[src/rtl/uart_rx_param.sv]
// Parametrised oversampling UART receiver with a valid/ready output register.
// Optional parity stage is built when the UART_RX_PARITY_EN macro is defined.
module uart_rx_param #(
    parameter int DATA_BITS  = 8,
    parameter int OVERSAMPLE = 16,
    parameter int STOP_BITS  = 1,
    parameter int PARITY_ODD = 0
) (
    input  logic                 sys_clk,
    input  logic                 sys_rst,
    input  logic                 uart_rx_i,
    output logic [DATA_BITS-1:0] rx_data_o,
    output logic                 rx_valid_o,
    input  logic                 rx_ready_i,
    output logic                 frame_err_o,
    output logic                 parity_err_o,
    output logic                 overrun_o
);

    localparam int CNT_W = $clog2(OVERSAMPLE);
    localparam int BIT_W = $clog2(DATA_BITS);

    localparam logic [CNT_W-1:0] CELL_MID  = CNT_W'(OVERSAMPLE / 2 - 1);
    localparam logic [CNT_W-1:0] CELL_LAST = CNT_W'(OVERSAMPLE - 1);
    localparam logic [BIT_W-1:0] BIT_LAST  = BIT_W'(DATA_BITS - 1);
    localparam logic             STOP_LAST = 1'(STOP_BITS - 1);

    if (DATA_BITS < 5 || DATA_BITS > 9 || OVERSAMPLE < 4 || (OVERSAMPLE % 2) != 0 ||
        (STOP_BITS != 1 && STOP_BITS != 2) || (PARITY_ODD != 0 && PARITY_ODD != 1))
    begin : g_param_check
        $error("uart_rx_param: unsupported parameter combination");
    end

    typedef enum logic [2:0] {
        S_IDLE,
        S_START,
        S_DATA,
`ifdef UART_RX_PARITY_EN
        S_PARITY,
`endif
        S_STOP,
        S_DELIVER,
        S_BREAK
    } state_e;

    state_e               state_q;
    logic                 rx_meta_q;
    logic                 rx_s_q;
    logic [CNT_W-1:0]     cnt_q;
    logic [BIT_W-1:0]     bit_cnt_q;
    logic                 stop_cnt_q;
    logic [DATA_BITS-1:0] shift_q;
    logic                 frame_acc_q;
    logic                 parity_acc_q;

    logic [DATA_BITS-1:0] data_q;
    logic                 valid_q;
    logic                 frame_q;
    logic                 parity_q;
    logic                 overrun_q;

    logic [DATA_BITS-1:0] shift_d;
    logic                 parity_err_d;
    logic                 cell_mid;
    logic                 cell_last;
    logic                 load_ok;

    // Line bits arrive LSB first, so each new sample enters at the top.
    always_comb begin
        shift_d      = {rx_s_q, shift_q[DATA_BITS-1:1]};
        parity_err_d = ((^shift_q) ^ rx_s_q) != 1'(PARITY_ODD);
        cell_mid     = (cnt_q == CELL_MID);
        cell_last    = (cnt_q == CELL_LAST);
        load_ok      = !valid_q || rx_ready_i;
    end

    always_ff @(posedge sys_clk) begin
        if (sys_rst) begin
            rx_meta_q    <= 1'b1;
            rx_s_q       <= 1'b1;
            state_q      <= S_IDLE;
            cnt_q        <= '0;
            bit_cnt_q    <= '0;
            stop_cnt_q   <= 1'b0;
            shift_q      <= '0;
            frame_acc_q  <= 1'b0;
            parity_acc_q <= 1'b0;
            data_q       <= '0;
            valid_q      <= 1'b0;
            frame_q      <= 1'b0;
            parity_q     <= 1'b0;
            overrun_q    <= 1'b0;
        end else begin
            rx_meta_q <= uart_rx_i;
            rx_s_q    <= rx_meta_q;
            overrun_q <= 1'b0;

            // A completed handshake frees the register unless DELIVER refills it below.
            if (valid_q && rx_ready_i) begin
                valid_q <= 1'b0;
            end

            case (state_q)
                S_IDLE: begin
                    cnt_q <= '0;
                    if (!rx_s_q) begin
                        state_q <= S_START;
                    end
                end

                S_START: begin
                    if (cell_mid) begin
                        cnt_q        <= '0;
                        bit_cnt_q    <= '0;
                        stop_cnt_q   <= 1'b0;
                        frame_acc_q  <= 1'b0;
                        parity_acc_q <= 1'b0;
                        state_q      <= rx_s_q ? S_IDLE : S_DATA;
                    end else begin
                        cnt_q <= cnt_q + 1'b1;
                    end
                end

                S_DATA: begin
                    if (cell_last) begin
                        cnt_q     <= '0;
                        shift_q   <= shift_d;
                        bit_cnt_q <= bit_cnt_q + 1'b1;
                        if (bit_cnt_q == BIT_LAST) begin
`ifdef UART_RX_PARITY_EN
                            state_q <= S_PARITY;
`else
                            state_q <= S_STOP;
`endif
                        end
                    end else begin
                        cnt_q <= cnt_q + 1'b1;
                    end
                end

`ifdef UART_RX_PARITY_EN
                S_PARITY: begin
                    if (cell_last) begin
                        cnt_q        <= '0;
                        parity_acc_q <= parity_err_d;
                        state_q      <= S_STOP;
                    end else begin
                        cnt_q <= cnt_q + 1'b1;
                    end
                end
`endif

                S_STOP: begin
                    if (cell_last) begin
                        cnt_q      <= '0;
                        stop_cnt_q <= stop_cnt_q + 1'b1;
                        if (!rx_s_q) begin
                            frame_acc_q <= 1'b1;
                        end
                        if (stop_cnt_q == STOP_LAST) begin
                            state_q <= S_DELIVER;
                        end
                    end else begin
                        cnt_q <= cnt_q + 1'b1;
                    end
                end

                S_DELIVER: begin
                    cnt_q <= '0;
                    if (load_ok) begin
                        data_q   <= shift_q;
                        frame_q  <= frame_acc_q;
                        parity_q <= parity_acc_q;
                        valid_q  <= 1'b1;
                    end else begin
                        overrun_q <= 1'b1;
                    end
                    // A low line after a bad stop bit is a break; wait for idle before rearming.
                    state_q <= (frame_acc_q && !rx_s_q) ? S_BREAK : S_IDLE;
                end

                S_BREAK: begin
                    cnt_q <= '0;
                    if (rx_s_q) begin
                        state_q <= S_IDLE;
                    end
                end

                default: begin
                    cnt_q   <= '0;
                    state_q <= S_IDLE;
                end
            endcase
        end
    end

    assign rx_data_o   = data_q;
    assign rx_valid_o  = valid_q;
    assign frame_err_o = frame_q;
    assign overrun_o   = overrun_q;
`ifdef UART_RX_PARITY_EN
    assign parity_err_o = parity_q;
`else
    assign parity_err_o = 1'b0;
`endif

endmodule
[config.mk]
export PLATFORM = sky130hd
export DESIGN_NAME = uart_rx_param
export DESIGN_NICKNAME = d
export VERILOG_FILES = /design/src/rtl/uart_rx_param.sv
export SDC_FILE = /design/constraint.sdc
export NUM_CORES = 1
export LEC_CHECK = 0
export CELL_PAD_IN_SITES_DETAIL_PLACEMENT = 1
export CELL_PAD_IN_SITES_GLOBAL_PLACEMENT = 1
export CORE_MARGIN = 4
export CORE_UTILIZATION = 45
export CTS_BUF_LIST = sky130_fd_sc_hd__clkbuf_4
export CTS_CLUSTER_DIAMETER = 80
export CTS_CLUSTER_SIZE = 8
export DETAILED_ROUTE_END_ITERATION = 12
export DONT_BUFFER_PORTS = 1
export PLACE_DENSITY_LB_ADDON = 0.1
export SLEW_MARGIN = 40
export SYNTH_ARGS = -nofsm -noshare
export SYNTH_HDL_FRONTEND = slang
export SYNTH_SLANG_ARGS = --single-unit
[constraint.sdc]
create_clock -name sys_clk -period 1.65 [get_ports sys_clk]
set_clock_uncertainty 0.05 [all_clocks]
set_input_delay 0.2475 -clock sys_clk [delete_from_list [all_inputs] [get_ports sys_clk]]
set_output_delay 0.2475 -clock sys_clk [all_outputs]
set_load 0.1 [all_outputs]
## Yosys cells after proc, flatten, opt, wreduce, memory -nomap -nowiden

Cells that the tools add are included.

| cells by class | value |
|---|---|
| multiplexer cells | 26 |
| reduce and logical (&&, ||, !) cells | 16 |
| bitwise gates (word level) | 1 |
| $lt $le $gt $ge | 0 |
| equality and inequality tests | 16 |
| multipliers | 0 |
| shift operators | 0 |
| add/subtract/negate cells | 3 |
| divide/modulo/power cells | 0 |

Operator list:

| kind | count |
|---|---|
| 3-bit two-way mux | 10 |
| 3-bit one-hot mux with 6 select lines | 1 |
| 2-bit != test, second input constant | 8 |
| 3-bit equality test, second input constant | 3 |
| 1-bit two-way mux | 8 |
| 4-bit two-way mux | 2 |
| 4-bit one-hot mux with 2 select lines | 1 |
| 7-bit AND reduction | 1 |
| 3-bit by 2-bit equality test with 1-bit output, second input constant | 2 |
| 3-bit one-hot mux with 2 select lines | 1 |
| 3-bit AND reduction | 2 |
| 4-bit by 1-bit adder with 4-bit output, second input constant | 1 |
| 4-bit by 3-bit equality test with 1-bit output, second input constant | 1 |
| 4-bit equality test, second input constant | 1 |
| 1-bit one-hot mux with 2 select lines | 2 |
| 2-bit AND reduction | 2 |
| 4-bit AND reduction | 1 |
| 2-bit nonzero test | 2 |
| 2-bit OR reduction | 2 |
| 3-bit by 1-bit adder with 3-bit output, second input constant | 1 |
| 3-bit by 1-bit equality test with 1-bit output, second input constant | 1 |
| 3-bit zero test | 1 |
| 1-bit logical AND | 2 |
| 1-bit zero test | 2 |
| other kinds (4) | 4 |

| word-level totals | value |
|---|---|
| ROM bits | 0 |
| latch bits | 0 |
| output and inout bits | 12 |
| RAM bits | 0 |
| memories kept | 0 |
| word-level logic and storage cells | 74 |
| register bits | 33 |

## Depth between registers and ports, before layout

| depth | value |
|---|---|
| word-level depth | 4 |
| depth in mapped cells | 6 |

## Worst setup path before layout

No wires, ideal clock.

| timing | value |
|---|---|
| path type | register to register |
| from | register valid_q (netlist: rx_valid_o) |
| to | register frame_q (netlist: frame_err_o) |
| slack | -0.237 ns |
| required time | 1.472 ns |
| period minus slack after synthesis | 1.887 ns |
| arrival | 1.710 ns |
| buffers on the path | 1 |
| cell stages (with the launch flop) | 6 |
| setup time | 0.128 ns |
| path through | dfxtp_1 -> nand2b_1 -> nand3_1 -> buf_2 -> mux2i_1 -> nor2_1 |

| between the ends | value |
|---|---|
| longest elaborated chain between the ends | 3 |

Ends and longest elaborated chain:

| what | line | RTL |
|---|---|---|
| start: declaration | 57 | `logic valid_q;` |
| start signal: assignment | 89 | `valid_q <= 1'b0;` |
| start signal: assignment | 100 | `valid_q <= 1'b0;` |
| start signal: assignment | 174 | `valid_q <= 1'b1;` |
| 1-bit zero test | 74 | `load_ok = !valid_q \|\| rx_ready_i;` |
| 1-bit logical OR | 74 |  |
| 2-bit AND reduction (no line) | - |  |
| end signal: assignment | 172 | `frame_q <= frame_acc_q;` |
| end: declaration | 58 | `logic frame_q;` |

Every way passes these cells.
A chain may end at the register's enable or synchronous reset.

## Worst setup path in the final report

| timing | value |
|---|---|
| from | register cnt_q[0] |
| to | register state_q[0] |

| between the ends | value |
|---|---|
| longest elaborated chain between the ends | 3 |
| elaborated cells between the ends (all ways) | 6 |
| classes of those cells | 5 x eq/ne; 1 x reduce/logical |

Ends and longest elaborated chain:

| what | line | RTL |
|---|---|---|
| start: declaration | 49 | `logic [CNT_W-1:0] cnt_q;` |
| start signal: assignment | 120 | `cnt_q <= cnt_q + 1'b1;` |
| start signal: assignment | 137 | `cnt_q <= cnt_q + 1'b1;` |
| start signal: assignment | 164 | `cnt_q <= cnt_q + 1'b1;` |
| 4-bit equality test or 4-bit by 3-bit equality test with 1-bit output (tied branches) | 73, 72 |  |
| 2-bit != test (no line) | - |  |
| 7-bit AND reduction (no line) (*) | - |  |
| end signal: assignment | 118 | `state_q <= rx_s_q ? S_IDLE : S_DATA;` |
| end signal: assignment | 179 | `state_q <= (frame_acc_q && !rx_s_q) ? S_BREAK : S_IDLE;` |
| end: declaration | 46 | `state_e state_q;` |

Mark *: on every way between the ends. The rest lies on a longest branch, timed or not.

==> results.txt <==
----------------------------------------------------
[Setup path]
  Critical path cell sequence ... ha_2 -> nand2_4 -> o211ai_1 -> nand3_1 -> mux2_1
  Critical path's largest stage delay ... 0.38 ns
  Class of the most critical setup path ... reg -> reg
  Worst Setup Start Kind ... flip-flop
  Largest fanout on the critical path ... 7
  Arrival time worst endpoint ... 1.74 ns
  Reg2Reg Setup Slack ... between 0.09 and 0.1 ns
  Endpoint required time on the critical path ... about 1.8 ns
  Kind of end point of the critical path ... flip-flop
  Cell with the largest stage delay on the worst path ... dfxtp_2

[Power]
  Cell Pwr Density ... 869 nW/um^2
  Worst supply voltage drop on vdd ... approximately 600 uV
  Leakage Power ... around 0.7 nW

[CTS]
  Sinks on Clock Net ... 33
  Clock latency on the worst-skew pair ... 0.33 ns
  Worst-case clock buffer depth ... 2
  Clock slew at the register clock pins of the worst setup and hold paths ... ~0.10 ns
  Clock tree from TritonCTS ... built
  CTS Root Cell ... clkbuf_4
  Cts bufs inserted ... 5
  Post-CTS Setup Inserts ... 0
  CTS HTree Levels ... 2

[Global route]
  Via count of the first global-routing pass ... 1,156
  Global routing met1 resource utilization ... between 20% and 30%
  Antenna violations before repair ... 0
  Fraction of met3 tracks used by global routing ... roughly 4.1%
  Maximum number of pins on one net before global-route repair ... 29
  First-pass GRT wire length ... ~5.3 mm
  GRT overflow ... 0
  GRT Util Overall ... around 17%
  Most used routing layer ... met2
  GR Layer Usage met2 ... roughly 28%

[Placement]
  Detailed-placement wirelength estimate ... between 2 and 2.5 mm
  Input/output buffers ... 0
  GP Congestion ... 0.807
  Dpl cell area ... between 1500 and 2000 sq um

[Timing]
  RSZ-0062 raised after global routing ... yes
  Setup TNS ... 0 ns
  Min cycle time layout ... 1.56 ns
  Final number of hold-violating endpoints ... 0
  Number of pins exceeding their max-slew limit in the final report ... 0
  Final setup violation count ... 0
  Achievable Freq ... about 0.64 GHz
  Final worst-path cycle share ... between 90% and 100%

[Detailed routing]
  Detail-routed via count per cell ... around 5.5
  Number of remaining DRC errors ... 0
  Number of antenna-violating nets in the routed design ... 0
  Number of optimization iterations in the first detailed-route pass ... 4
  Number of vias in the routed layout ... ~1,100
  DRC marker count from the first detailed-route iteration ... 18
  Wire per inst ... approximately 15 um
  Total routed wirelength ... 3.03 mm

[Yosys]
  Syn Area/Cell ... 9.54 sq um
  Cell area after synthesis ... approximately 1400 sq um
  Number of instances in the synthesized netlist ... around 150
  Ranking of synthesized cells by area ... dfxtp_1, mux2i_1, nor2_1, ha_1, nor2b_1
  Seq cells post-synth ... 33
  Share of the synthesized area in the top cell type ... approximately 47%
  Cell type with the highest aggregate area in the netlist ... dfxtp_1
  Synthesized netlist net count ... between 150 and 200
  Count of distinct cell types in the synthesized netlist ... 38
  Number of warning messages in the yosys log ... 0
  Proportion of synthesized chip area in sequential cells ... 47.4%

[Finish]
  Multi-input gate area in the final layout ... 688 sq um
  Flip-flop and latch area ... approximately 670 sq um
  Antenna Diode Count ... 0
  Area added between synthesis and finish ... 18.4%
  Design area ... approximately 1600 sq um
  Fraction of final layout cells sized beyond drive strength 1 ... between 20% and 30%
  Final layout net count ... about 170
  # fillers ... 330

[Floorplan]
  Die Width ... between 60 and 70 um
  Die height ... roughly 64 um
  Count of pins on the block boundary ... 16
  Rows ... 19
  Floorplan core area ... about 2900 sq um
  Die area ... roughly 4000 sq um
  Effective utilization at floorplan ... roughly half

[Flow run]
  Max-capacitance violation count ... 0

[Worst hold path]
  Min-delay worst type ... in -> reg

[Outcome]
  Run status ... completed

----------------------------------------------------
-- where the power goes --
part	internal (mW)	total, mW	switching, mW
logic	0.0104	0.0378	0.0274
clock network	0.332	0.593	0.261
registers	0.800	0.803	0.00349
total	1.14	1.43	0.292
-- kinds of logic (layout without fill, tap and decap cells) --
| logic type | Yosys count | count (layout) | share of synthesized area, % |
|---|---|---|---|
| other cells | 1 | 1 | 0.269 |
| flops | 33 | 33 | 47.4 |
| fa+ha+maj | 3 | 3 | 2.70 |
| simple gates | 57 | 57 | 21.3 |
| compound gates | 20 | 20 | 9.79 |
| xor+xnor | 1 | 1 | 0.629 |
| buf+inv | 12 | 32 | 4.13 |
| mux | 19 | 19 | 13.7 |
-- cell type report --
class	instances	share of cell area, %
multi-input combinational	101	41.7
sequential	33	40.4
timing repair buffer	22	10.2
clock buffer	6	2.73
tap	31	2.35
clock inverter	2	2.05
inverter	2	0.455
-- placed cells by master (no fill, tap or decap), drive strengths merged, types with 2 or more instances in the layout --
| cell | netlist | final |
|---|---|---|
| inv | 2 | 2 |
| clkbuf | 4 | 6 |
| dfxtp | 33 | 33 |
| nand3 | 2 | 2 |
| nand2b | 3 | 3 |
| a22oi | 3 | 3 |
| mux2i | 18 | 18 |
| nand2 | 3 | 3 |
| nor3 | 6 | 6 |
| or2 | 3 | 3 |
| a21oi | 3 | 3 |
| o21ai | 5 | 5 |
| o211ai | 3 | 3 |
| nand3b | 4 | 4 |
| nor2 | 25 | 25 |
| buf | 6 | 21 |
| nor3b | 2 | 2 |
| nor2b | 5 | 5 |
| ha | 3 | 3 |
-- path summary, 6_finish.rpt --
kind                            startpoint         end  cells after the start
worst max-delay path              cnt_q[0]  state_q[0]                      5
worst min-delay path            rx_ready_i   overrun_o                      2
worst max register to register    cnt_q[0]  state_q[0]                      5
worst min register to register   rx_meta_q      rx_s_q                      1
-- per-layer routing --
metal	vias up	part of all wire, %
met4	0	1.8
met2	16	52
li1	545	-
met1	508	42
met5	-	0
met3	7	4.5
-- what timing repair did --
item / in CTS / in global routing
endpoints found under the hold margin: 28 / 0
gates resized for setup: 0 / 8
endpoints found under the setup margin: 0 / 13
hold buffers: 2 / 0
-- critical path: cells and delay by family, from the launching register on --
kind,cells,cell delay (ns)
AND/OR/NAND/NOR,2,0.24
AO/OA/AOI/OAI,1,0.24
adder cells (fa/ha/maj),1,0.22
multiplexers,1,0.32
flip-flops,1,0.38
-- flip-flops by register name, indices dropped and copies added (netlist names) --
| name | count |
|---|---|
| frame_acc_q | 1 |
| shift_q | 8 |
| bit_cnt_q | 3 |
| stop_cnt_q | 1 |
| overrun_o | 1 |
| rx_meta_q | 1 |
| frame_err_o | 1 |
| state_q | 3 |
| rx_s_q | 1 |
| rx_data_o | 8 |
| cnt_q | 4 |
| rx_valid_o | 1 |
-- cell usage after synthesis (all sizes together) --
cell	instances
nand4	1
or2	3
a221oi	1
clkbuf	4
nand3b	4
nor2b	5
nor2	25
dfxtp	33
xnor2	1
nand4b	1
or3	1
a22oi	3
o21ai	5
nand3	2
o211ai	3
nand2b	3
a41oi	1
a211o	1
a311oi	1
a21oi	3
inv	2
nor3	6
nand2	3
ha	3
nor3b	2
a211oi	1
mux2	1
buf	6
conb	1
a22o	1
mux2i	18
or3b	1
-- stage by stage --
step	std cells	power [mW]	utilization [%]	hold slack, ns	worst slack [ns]
CTS	197	1.45	57.2	0.0724	0.00187
finish	197	1.43	57.8	0.0846	0.0915
global route	197	1.50	57.8	0.0971	-0.00999
floorplan	146	0.852	-	0.301	0.0977
detailed placement	187	0.847	53.7	0.264	0.0365
global placement	187	0.845	53.7	0.263	0.134
(Power assumes the default switching activity.)
